## config.mk

```make
export PLATFORM = sky130hd
export DESIGN_NAME = pwm_regs_mc_flat
export DESIGN_NICKNAME = d
export VERILOG_FILES = /design/src/rtl/pwm_regs_pkg.sv /design/src/rtl/pwm_regs_if.sv /design/src/rtl/pwm_regs_ch.sv /design/src/rtl/pwm_regs_mc.sv /design/src/flat_wrapper.sv
export SDC_FILE = /design/constraint.sdc
export NUM_CORES = 1
export LEC_CHECK = 0
export ABC_AREA = 1
export CAP_MARGIN = 5
export CORE_ASPECT_RATIO = 1.5
export CORE_MARGIN = 2
export CORE_UTILIZATION = 53
export DETAILED_ROUTE_END_ITERATION = 16
export GPL_ROUTABILITY_DRIVEN = 0
export HOLD_SLACK_MARGIN = 0.1
export PLACE_DENSITY = 0.9
export SLEW_MARGIN = 20
export SYNTH_ARGS = -nofsm -noshare
export SYNTH_HDL_FRONTEND = slang
export SYNTH_SLANG_ARGS = --single-unit
```

## constraint.sdc

```tcl
create_clock -name clk -period 2.67 [get_ports clk]
set_clock_uncertainty 0.05 [all_clocks]
set_input_delay 0.534 -clock clk [delete_from_list [all_inputs] [get_ports clk]]
set_output_delay 0.534 -clock clk [all_outputs]
set_load 0.005 [all_outputs]
```

## src/rtl/pwm_regs_pkg.sv

```systemverilog
// rtl/pwm_regs_pkg.sv - register offsets and field positions for the PWM register bank
package pwm_regs_pkg;

    localparam logic [3:0] OFS_PERIOD_LO = 4'h0;
    localparam logic [3:0] OFS_PERIOD_HI = 4'h1;
    localparam logic [3:0] OFS_EN        = 4'h2;
    localparam logic [3:0] OFS_CMP1_LO   = 4'h3;
    localparam logic [3:0] OFS_CMP1_HI   = 4'h4;
    localparam logic [3:0] OFS_CMP2_LO   = 4'h5;
    localparam logic [3:0] OFS_CMP2_HI   = 4'h6;
    localparam logic [3:0] OFS_CNT_RST   = 4'h7;
    localparam logic [3:0] OFS_CNT_LO    = 4'h8;
    localparam logic [3:0] OFS_CNT_HI    = 4'h9;
    localparam logic [3:0] OFS_PRESCALE  = 4'hA;
    localparam logic [3:0] OFS_UPDOWN    = 4'hB;
    localparam logic [3:0] OFS_PWM_EN    = 4'hC;
    localparam logic [3:0] OFS_FUNCTIONS = 4'hD;
    localparam logic [3:0] OFS_STATUS    = 4'hE;
    localparam logic [3:0] OFS_CTRL      = 4'hF;

    localparam int EN_BIT      = 0;
    localparam int CR_TRIG_BIT = 0;
    localparam int UND_BIT     = 0;
    localparam int PWM_EN_BIT  = 0;
    localparam int PENDING_BIT = 0;
    localparam int FORCE_BIT   = 0;

    localparam int FUNC_W = 2;

    // count_reset stays high this many cycles after a trigger
    localparam logic [1:0] CR_PULSE_LEN = 2'd2;

endpackage

```

## src/rtl/pwm_regs_if.sv

```systemverilog
// rtl/pwm_regs_if.sv - decoder-side register bus for the PWM register bank
interface pwm_regs_if;
    logic       read;
    logic       write;
    logic [7:0] addr;
    logic [7:0] data_write;
    logic [7:0] data_read;

    modport master (output read, output write, output addr, output data_write, input data_read);
    modport slave  (input read, input write, input addr, input data_write, output data_read);
endinterface

```

## src/rtl/pwm_regs_ch.sv

```systemverilog
// rtl/pwm_regs_ch.sv - one channel's registers, shadow/pending logic and count_reset pulse (PWM_REGS_SHADOW_EN)
module pwm_regs_ch
    import pwm_regs_pkg::*;
#(
    parameter int CNT_W = 16
) (
    input  logic              clk,
    input  logic              rst_n,
    input  logic              i_wr,
    input  logic [3:0]        i_ofs,
    input  logic [7:0]        i_wdata,
    input  logic              i_update_evt,
    input  logic [CNT_W-1:0]  i_cnt,
    output logic [7:0]        o_rdata,
    output logic [CNT_W-1:0]  o_period,
    output logic [CNT_W-1:0]  o_compare1,
    output logic [CNT_W-1:0]  o_compare2,
    output logic              o_en,
    output logic              o_count_reset,
    output logic              o_upnotdown,
    output logic              o_pwm_en,
    output logic [7:0]        o_prescale,
    output logic [FUNC_W-1:0] o_functions
);

    function automatic logic [CNT_W-1:0] f_wr_byte(input logic [CNT_W-1:0] v,
                                                   input logic hi,
                                                   input logic [7:0] d);
        logic [CNT_W-1:0] r;
        r = v;
        if (hi) r[CNT_W-1:8] = d[CNT_W-9:0];
        else    r[7:0]       = d;
        return r;
    endfunction

    logic [CNT_W-1:0]  r_period, r_cmp1, r_cmp2;
    logic              r_en, r_upnotdown, r_pwm_en;
    logic [7:0]        r_prescale;
    logic [FUNC_W-1:0] r_functions;
    logic [1:0]        r_cr_cnt;

    logic [CNT_W-1:0]  w_rb_period, w_rb_cmp1, w_rb_cmp2;
    logic              w_pending;

`ifdef PWM_REGS_SHADOW_EN
    logic [CNT_W-1:0] r_sh_period, r_sh_cmp1, r_sh_cmp2;
    logic             r_pending;
    logic             w_sh_wr, w_force, w_load;

    assign w_sh_wr = i_wr && (i_ofs <= OFS_CMP2_HI) && (i_ofs != OFS_EN);
    assign w_force = i_wr && (i_ofs == OFS_CTRL) && i_wdata[FORCE_BIT];
    assign w_load  = w_force || (r_pending && (i_update_evt || !r_en));

    // shadow capture and shadow->active load; a same-cycle write lands after the load and re-arms pending
    always_ff @(posedge clk or negedge rst_n) begin
        if (!rst_n) begin
            r_sh_period <= '0;
            r_sh_cmp1   <= '0;
            r_sh_cmp2   <= '0;
            r_period    <= '0;
            r_cmp1      <= '0;
            r_cmp2      <= '0;
            r_pending   <= 1'b0;
        end else begin
            if (w_load) begin
                r_period  <= r_sh_period;
                r_cmp1    <= r_sh_cmp1;
                r_cmp2    <= r_sh_cmp2;
                r_pending <= 1'b0;
            end
            if (w_sh_wr) begin
                r_pending <= 1'b1;
                case (i_ofs)
                    OFS_PERIOD_LO: r_sh_period <= f_wr_byte(r_sh_period, 1'b0, i_wdata);
                    OFS_PERIOD_HI: r_sh_period <= f_wr_byte(r_sh_period, 1'b1, i_wdata);
                    OFS_CMP1_LO:   r_sh_cmp1   <= f_wr_byte(r_sh_cmp1,   1'b0, i_wdata);
                    OFS_CMP1_HI:   r_sh_cmp1   <= f_wr_byte(r_sh_cmp1,   1'b1, i_wdata);
                    OFS_CMP2_LO:   r_sh_cmp2   <= f_wr_byte(r_sh_cmp2,   1'b0, i_wdata);
                    OFS_CMP2_HI:   r_sh_cmp2   <= f_wr_byte(r_sh_cmp2,   1'b1, i_wdata);
                    default: ;
                endcase
            end
        end
    end

    assign w_rb_period = r_sh_period;
    assign w_rb_cmp1   = r_sh_cmp1;
    assign w_rb_cmp2   = r_sh_cmp2;
    assign w_pending   = r_pending;
`else
    logic w_unused_evt;
    assign w_unused_evt = i_update_evt;

    // without double buffering, period/compare bytes are written straight to the active registers
    always_ff @(posedge clk or negedge rst_n) begin
        if (!rst_n) begin
            r_period <= '0;
            r_cmp1   <= '0;
            r_cmp2   <= '0;
        end else if (i_wr) begin
            case (i_ofs)
                OFS_PERIOD_LO: r_period <= f_wr_byte(r_period, 1'b0, i_wdata);
                OFS_PERIOD_HI: r_period <= f_wr_byte(r_period, 1'b1, i_wdata);
                OFS_CMP1_LO:   r_cmp1   <= f_wr_byte(r_cmp1,   1'b0, i_wdata);
                OFS_CMP1_HI:   r_cmp1   <= f_wr_byte(r_cmp1,   1'b1, i_wdata);
                OFS_CMP2_LO:   r_cmp2   <= f_wr_byte(r_cmp2,   1'b0, i_wdata);
                OFS_CMP2_HI:   r_cmp2   <= f_wr_byte(r_cmp2,   1'b1, i_wdata);
                default: ;
            endcase
        end
    end

    assign w_rb_period = r_period;
    assign w_rb_cmp1   = r_cmp1;
    assign w_rb_cmp2   = r_cmp2;
    assign w_pending   = 1'b0;
`endif

    // directly written control fields
    always_ff @(posedge clk or negedge rst_n) begin
        if (!rst_n) begin
            r_en        <= 1'b0;
            r_upnotdown <= 1'b0;
            r_pwm_en    <= 1'b0;
            r_prescale  <= '0;
            r_functions <= '0;
        end else if (i_wr) begin
            case (i_ofs)
                OFS_EN:        r_en        <= i_wdata[EN_BIT];
                OFS_PRESCALE:  r_prescale  <= i_wdata;
                OFS_UPDOWN:    r_upnotdown <= i_wdata[UND_BIT];
                OFS_PWM_EN:    r_pwm_en    <= i_wdata[PWM_EN_BIT];
                OFS_FUNCTIONS: r_functions <= i_wdata[FUNC_W-1:0];
                default: ;
            endcase
        end
    end

    // count_reset pulse: a trigger (re)loads the down-counter, output is high while it is nonzero
    always_ff @(posedge clk or negedge rst_n) begin
        if (!rst_n) begin
            r_cr_cnt <= '0;
        end else if (i_wr && (i_ofs == OFS_CNT_RST) && i_wdata[CR_TRIG_BIT]) begin
            r_cr_cnt <= CR_PULSE_LEN;
        end else if (r_cr_cnt != '0) begin
            r_cr_cnt <= r_cr_cnt - 2'd1;
        end
    end

    // readback value for the currently addressed offset
    always_comb begin
        o_rdata = '0;
        case (i_ofs)
            OFS_PERIOD_LO: o_rdata = w_rb_period[7:0];
            OFS_PERIOD_HI: o_rdata = 8'(w_rb_period[CNT_W-1:8]);
            OFS_EN:        o_rdata[EN_BIT] = r_en;
            OFS_CMP1_LO:   o_rdata = w_rb_cmp1[7:0];
            OFS_CMP1_HI:   o_rdata = 8'(w_rb_cmp1[CNT_W-1:8]);
            OFS_CMP2_LO:   o_rdata = w_rb_cmp2[7:0];
            OFS_CMP2_HI:   o_rdata = 8'(w_rb_cmp2[CNT_W-1:8]);
            OFS_CNT_LO:    o_rdata = i_cnt[7:0];
            OFS_CNT_HI:    o_rdata = 8'(i_cnt[CNT_W-1:8]);
            OFS_PRESCALE:  o_rdata = r_prescale;
            OFS_UPDOWN:    o_rdata[UND_BIT] = r_upnotdown;
            OFS_PWM_EN:    o_rdata[PWM_EN_BIT] = r_pwm_en;
            OFS_FUNCTIONS: o_rdata[FUNC_W-1:0] = r_functions;
            OFS_STATUS:    o_rdata[PENDING_BIT] = w_pending;
            default:       o_rdata = '0;
        endcase
    end

    assign o_period      = r_period;
    assign o_compare1    = r_cmp1;
    assign o_compare2    = r_cmp2;
    assign o_en          = r_en;
    assign o_count_reset = (r_cr_cnt != '0);
    assign o_upnotdown   = r_upnotdown;
    assign o_pwm_en      = r_pwm_en;
    assign o_prescale    = r_prescale;
    assign o_functions   = r_functions;

endmodule

```

## src/rtl/pwm_regs_mc.sv

```systemverilog
// rtl/pwm_regs_mc.sv - multi-channel PWM register bank: address decode and registered read mux (PWM_REGS_SHADOW_EN)
module pwm_regs_mc
    import pwm_regs_pkg::*;
#(
    parameter int NUM_CH = 4,
    parameter int CNT_W  = 16
) (
    input  logic                     clk,
    input  logic                     rst_n,
    pwm_regs_if.slave                bus,
    input  logic [NUM_CH*CNT_W-1:0]  counter_val,
    input  logic [NUM_CH-1:0]        update_evt,
    output logic [NUM_CH*CNT_W-1:0]  period,
    output logic [NUM_CH*CNT_W-1:0]  compare1,
    output logic [NUM_CH*CNT_W-1:0]  compare2,
    output logic [NUM_CH-1:0]        en,
    output logic [NUM_CH-1:0]        count_reset,
    output logic [NUM_CH-1:0]        upnotdown,
    output logic [NUM_CH-1:0]        pwm_en,
    output logic [NUM_CH*8-1:0]      prescale,
    output logic [NUM_CH*FUNC_W-1:0] functions
);

    logic [NUM_CH-1:0] w_sel;
    logic [7:0]        w_ch_rdata [NUM_CH];
    logic [7:0]        w_rd_mux;

    for (genvar c = 0; c < NUM_CH; c++) begin : g_ch
        assign w_sel[c] = (bus.addr[7:4] == 4'(c));

        pwm_regs_ch #(.CNT_W(CNT_W)) u_ch (
            .clk           (clk),
            .rst_n         (rst_n),
            .i_wr          (bus.write && w_sel[c]),
            .i_ofs         (bus.addr[3:0]),
            .i_wdata       (bus.data_write),
            .i_update_evt  (update_evt[c]),
            .i_cnt         (counter_val[c*CNT_W +: CNT_W]),
            .o_rdata       (w_ch_rdata[c]),
            .o_period      (period[c*CNT_W +: CNT_W]),
            .o_compare1    (compare1[c*CNT_W +: CNT_W]),
            .o_compare2    (compare2[c*CNT_W +: CNT_W]),
            .o_en          (en[c]),
            .o_count_reset (count_reset[c]),
            .o_upnotdown   (upnotdown[c]),
            .o_pwm_en      (pwm_en[c]),
            .o_prescale    (prescale[c*8 +: 8]),
            .o_functions   (functions[c*FUNC_W +: FUNC_W])
        );
    end

    // select the addressed channel's readback; unpopulated channels read 0
    always_comb begin
        w_rd_mux = '0;
        for (int c = 0; c < NUM_CH; c++) begin
            if (w_sel[c]) w_rd_mux = w_ch_rdata[c];
        end
    end

    // registered read data, held between read strobes
    always_ff @(posedge clk or negedge rst_n) begin
        if (!rst_n) begin
            bus.data_read <= '0;
        end else if (bus.read) begin
            bus.data_read <= w_rd_mux;
        end
    end

endmodule

```

## src/flat_wrapper.sv

```systemverilog
// flat-port wrapper written by rule: the top's interface ports become plain ports
module pwm_regs_mc_flat import pwm_regs_pkg::*;
#(
    parameter int NUM_CH = 4,
    parameter int CNT_W  = 16
)
  (clk, rst_n, counter_val, update_evt, period, compare1, compare2, en, count_reset, upnotdown, pwm_en, prescale, functions, bus_read, bus_write, bus_addr, bus_data_write, bus_data_read);
  pwm_regs_if bus_i ();
  input  logic clk;
  input  logic rst_n;
  input  logic [NUM_CH*CNT_W-1:0] counter_val;
  input  logic [NUM_CH-1:0] update_evt;
  output logic [NUM_CH*CNT_W-1:0] period;
  output logic [NUM_CH*CNT_W-1:0] compare1;
  output logic [NUM_CH*CNT_W-1:0] compare2;
  output logic [NUM_CH-1:0] en;
  output logic [NUM_CH-1:0] count_reset;
  output logic [NUM_CH-1:0] upnotdown;
  output logic [NUM_CH-1:0] pwm_en;
  output logic [NUM_CH*8-1:0] prescale;
  output logic [NUM_CH*FUNC_W-1:0] functions;
  input wire logic [$bits(bus_i.read)-1:0] bus_read;
  input wire logic [$bits(bus_i.write)-1:0] bus_write;
  input wire logic [$bits(bus_i.addr)-1:0] bus_addr;
  input wire logic [$bits(bus_i.data_write)-1:0] bus_data_write;
  output wire logic [$bits(bus_i.data_read)-1:0] bus_data_read;
  assign bus_i.read = bus_read;
  assign bus_i.write = bus_write;
  assign bus_i.addr = bus_addr;
  assign bus_i.data_write = bus_data_write;
  assign bus_data_read = bus_i.data_read;
  pwm_regs_mc #(.NUM_CH(NUM_CH), .CNT_W(CNT_W)) u_core (.clk(clk), .rst_n(rst_n), .bus(bus_i), .counter_val(counter_val), .update_evt(update_evt), .period(period), .compare1(compare1), .compare2(compare2), .en(en), .count_reset(count_reset), .upnotdown(upnotdown), .pwm_en(pwm_en), .prescale(prescale), .functions(functions));
endmodule
```

==> metrics.log <==
[metrics] number of max-cap violations: 0
[metrics] switching part of the total power: 0.277
[metrics] FFs w/ async S/R, synth: 1.00
[metrics] width of the die: approximately 130 um
[metrics] PD cells: around 560 nW/um^2
[metrics] via density per instance: approximately 6.2
[metrics] Unique masters post-synth: 32
[metrics] critical-path cell list: clkdlybuf4s50_1 -> inv_1 -> nand2_1 -> nor2_2 -> buf_12 -> inv_2 -> o22ai_1 -> nor2_1 -> nand3_1 -> nand2_1 -> inv_1 -> nand2_1 -> nand2_1
[metrics] part of the cycle the worst path needs: 0.978
[metrics] kind of path behind the tightest hold check: reg -> reg
[metrics] Max Fanout on Critical Path: 29
[metrics] critical path's most frequent cell: nand2_1
[metrics] proportion of netlist area held by the largest area contributor: 0.514
[metrics] number of standard cells in the layout, taps in and fillers out: 2286
[metrics] clock tree from TritonCTS: yes
[metrics] time the worst path needs with I/O delays and setup: around 2600 ps
[metrics] cell types with the largest area share after synthesis: dfrtp_1 (51%), nand2_1 (14%), o21ai_0 (9.0%), mux2_2 (4.4%), inv_1 (4.3%)
[metrics] DRC: 0
[metrics] level count of the clock H-tree: 1
[metrics] post-DP HPWL: a little over 40 mm
[metrics] share of power burned in combinational logic: 0.192
[metrics] insertion delay of the later-clocked pin in the worst-skew pair: 530 ps
[metrics] Slew Limit Fails: 0
[metrics] Die Outline Area: about 25000 sq um
[metrics] vertical die dimension: between 150 and 200 um
[metrics] DRT Pass-1 Iters: 8
[metrics] average wire per standard cell: approximately 25 um
[metrics] layout cell share with drive strength beyond 1: 0.112
[metrics] Critical Path Start: bus_addr[1]
[metrics] count of input and output buffers: roughly 340
[metrics] worst flop-to-flop path startpoint: u_core.g_ch[3].u_ch.o_compare2[10]$_DFFE_PN0P_
[metrics] element type at the critical path start: primary input
[metrics] Post-synth EDFFs: 0
[metrics] achievable clock frequency: roughly 0.38 GHz
[metrics] clk slew on worst S/H paths: 70 ps
[metrics] number of warnings reported in the yosys synthesis log: 0
[metrics] part of the Yosys area used for sequential elements: 0.514
[metrics] Slew headroom: 0.499
[metrics] relative area change from synthesis to final layout: 40.3%
[metrics] CP peak stage delay: 630 ps
[metrics] Core Area: 23600 sq um
[metrics] internal portion of total power: slightly above 7 mW
[metrics] # IOs: roughly 340
[metrics] end of the worst register-to-register path: u_core.bus.data_read[2]$_DFFE_PN0P_
[metrics] global-route wire length before repair: 84.5 mm
[metrics] Worst Reg-to-Reg Cells: 8
[metrics] gate family responsible for the most delay along the worst path: buffers and inverters
[metrics] WP buf/inv: 5
[metrics] total of flip-flops plus latches after synthesis: 260
[metrics] root cell of the clock tree: clkbuf_16
[metrics] cell count after placement: approximately 2200
[metrics] status: completed
[metrics] FF-to-FF setup slack: just under 800 ps
[metrics] final WL: about 58 mm
[metrics] Clock Sink Count: 260
[metrics] Clk network pwr share: 0.355
[metrics] critical-path cell with the highest stage delay: clkdlybuf4s50_1
[metrics] top-count cell post-synth: nand2_1
[metrics] most frequent cells after synthesis: nand2_1 (487), dfrtp_1 (260), o21ai_0 (228), inv_1 (144), nor2_1 (135)
[metrics] Final Hold Viols: 0
[metrics] slack of the critical path: between 50 and 60 ps
[metrics] slew of the pin with the lowest slew margin: ~750 ps
[metrics] power share of the sequential group: 0.453
[metrics] row cnt: 69
[metrics] via count of the first global-routing pass: approximately 14000
[metrics] most instantiated flip-flop cell in the synthesis netlist: dfrtp_1
[metrics] nets in the synthesized netlist: 1662
[metrics] total overflow reported by the global router: 0
[metrics] Mapped Cells: about 1600
[metrics] count of routing violations after the opening detailed-route iteration: 2246
[metrics] setup violation total in the final timing report: 0
[metrics] Setup WS pre-CTS: -109 ps
[metrics] net switching power of the design: between 2 and 3 mW
[metrics] initial core utilization: 0.537
[metrics] leakage power total: between 8 and 9 nW
[metrics] Layout fillers: between 1500 and 2000
[metrics] Worst IR Drop VDD: approximately 0.00046 V
[metrics] unrepaired setup endpoints after global routing: false
[metrics] critical path depth: 13
[metrics] buffers inserted during post-CTS setup optimization: 0
[metrics] Min-Delay Path Depth: 2
[metrics] end point of the critical path: u_core.bus.data_read[1]$_DFFE_PN0P_
[metrics] largest area contributor in the netlist: dfrtp_1
[metrics] buffer depth of the longest clock path: 3
[metrics] final hold slack: 440 ps
[metrics] type of destination of the critical path: flip-flop
[metrics] # nets final: between 2000 and 2500
[metrics] post-synthesis average cell area: 8.07 sq um
[metrics] routed vias: 14100
[metrics] total CTS buffers: 24
[metrics] number of antenna-violating nets in the routed design: 0
[metrics] combined area of all synthesized cells: about 13000 sq um
[metrics] worst endpoint required time: just over 3000 ps
[metrics] Tot GR Track Use: 0.458
[metrics] antenna violations before repair: 2
[metrics] pin count of the biggest net entering global routing: 75
[metrics] Critical Setup Path Class: in -> reg
[metrics] crit path DAT: between 2000 and 3000 ps
==> cell usage in the layout (no fill, tap or decap), drive strengths merged, types with 4 or more instances in the layout <==
master / count
nand3: 49
clkinv: 4
nand4: 9
buf: 98
nor2: 160
o22ai: 18
clkdlybuf4s50: 338
nor3: 7
ha: 4
o21ai: 232
a21oi: 34
a22o: 4
dfrtp: 260
nand2: 489
mux2: 49
clkbuf: 39
inv: 150
o221ai: 5
xor2: 5
==> cell families (layout without fill, tap and decap cells) <==
family                   Yosys count  in the layout  synth area share
AND/OR/NAND/NOR                  717            717             0.231
AO/OA/AOI/OAI                    300            300             0.124
flip-flops                       260            260             0.514
multiplexers                      49             49            0.0436
other                              0              1                 0
buffers and inverters            235            631            0.0801
XOR/XNOR                           5              5           0.00346
adder cells (fa/ha/maj)            4              4           0.00395
==> flip-flops by register name, summed over array words and instances (netlist names), 8 cells and up <==
register,flops
u_core.bus.data_read,8
u_core.g_ch.u_ch.o_functions,8
u_core.g_ch.u_ch.o_compare1,64
u_core.g_ch.u_ch.r_cr_cnt,8
u_core.g_ch.u_ch.o_compare2,64
u_core.g_ch.u_ch.o_period,64
u_core.g_ch.u_ch.o_prescale,32
==> final cells by class <==
class,count,area (sq um),area share
timing repair buffer,437,4350,0.245
clock buffer,39,748,0.0421
multi-input combinational,1075,5150,0.290
antenna,1,2.50,0.000141
tap,319,399,0.0225
inverter,151,567,0.0319
clock inverter,4,45.0,0.00254
sequential,260,6510,0.366
==> routing by layer <==
| metal | track usage | share of wire | vias to the layer above |
|---|---|---|---|
| li1 | - | - | 5781 |
| met1 | 0.547 | 0.32 | 6584 |
| met2 | 0.684 | 0.44 | 1312 |
| met3 | 0.136 | 0.14 | 384 |
| met4 | 0.356 | 0.11 | 2 |
| met5 | 0 | 0.00019 | - |
==> tightest hold or removal path: cells and delay by family, from the launching register on <==
family	cells	cell delay [ps]
AND/OR/NAND/NOR	2	120
flip-flops	1	350
==> power by group through the flow <==
stage | Sequential [mW] | Clock (mW) | Combinational, mW
after global placement | 4.54 | 0 | 1.76
final | 4.51 | 3.53 | 1.91
after global routing | 4.53 | 3.67 | 2.02
after detailed placement | 4.56 | 0 | 1.83
after CTS | 4.49 | 3.50 | 1.85
after floorplan | 4.51 | 0 | 0.712
==> stage by stage <==
stage / power [mW] / TNS (ps) / instance area [sq um] / utilization
after CTS: 9.84 / 0 / 17800 / 0.754
after floorplan: 5.22 / 0 / 12700 / -
after global placement: 6.31 / -138 / 17000 / 0.720
after global routing: 10.2 / 0 / 17800 / 0.754
after detailed placement: 6.38 / -611 / 17000 / 0.720
final: 9.94 / 0 / 17800 / 0.754
==> worst min path at each step <==
stage	start	end	slack, ps
after global placement	u_core.g_ch[2].u_ch.r_cr_cnt[1]$_DFFE_PN0P_	u_core.g_ch[2].u_ch.r_cr_cnt[1]$_DFFE_PN0P_	420
final	u_core.bus.data_read[4]$_DFFE_PN0P_	u_core.bus.data_read[4]$_DFFE_PN0P_	440
after global routing	u_core.bus.data_read[4]$_DFFE_PN0P_	u_core.bus.data_read[4]$_DFFE_PN0P_	440
after CTS	u_core.bus.data_read[5]$_DFFE_PN0P_	u_core.bus.data_read[5]$_DFFE_PN0P_	430
after floorplan	rst_n	u_core.bus.data_read[0]$_DFFE_PN0P_	190
after detailed placement	u_core.bus.data_read[5]$_DFFE_PN0P_	u_core.bus.data_read[5]$_DFFE_PN0P_	420
==> what timing repair did <==
| item | in CTS | in global routing |
|---|---|---|
| hold buffers | 1 | 0 |
| hold endpoints to repair | 68 | 0 |
| resized for setup | 0 | 0 |
(Power assumes the default switching activity.)
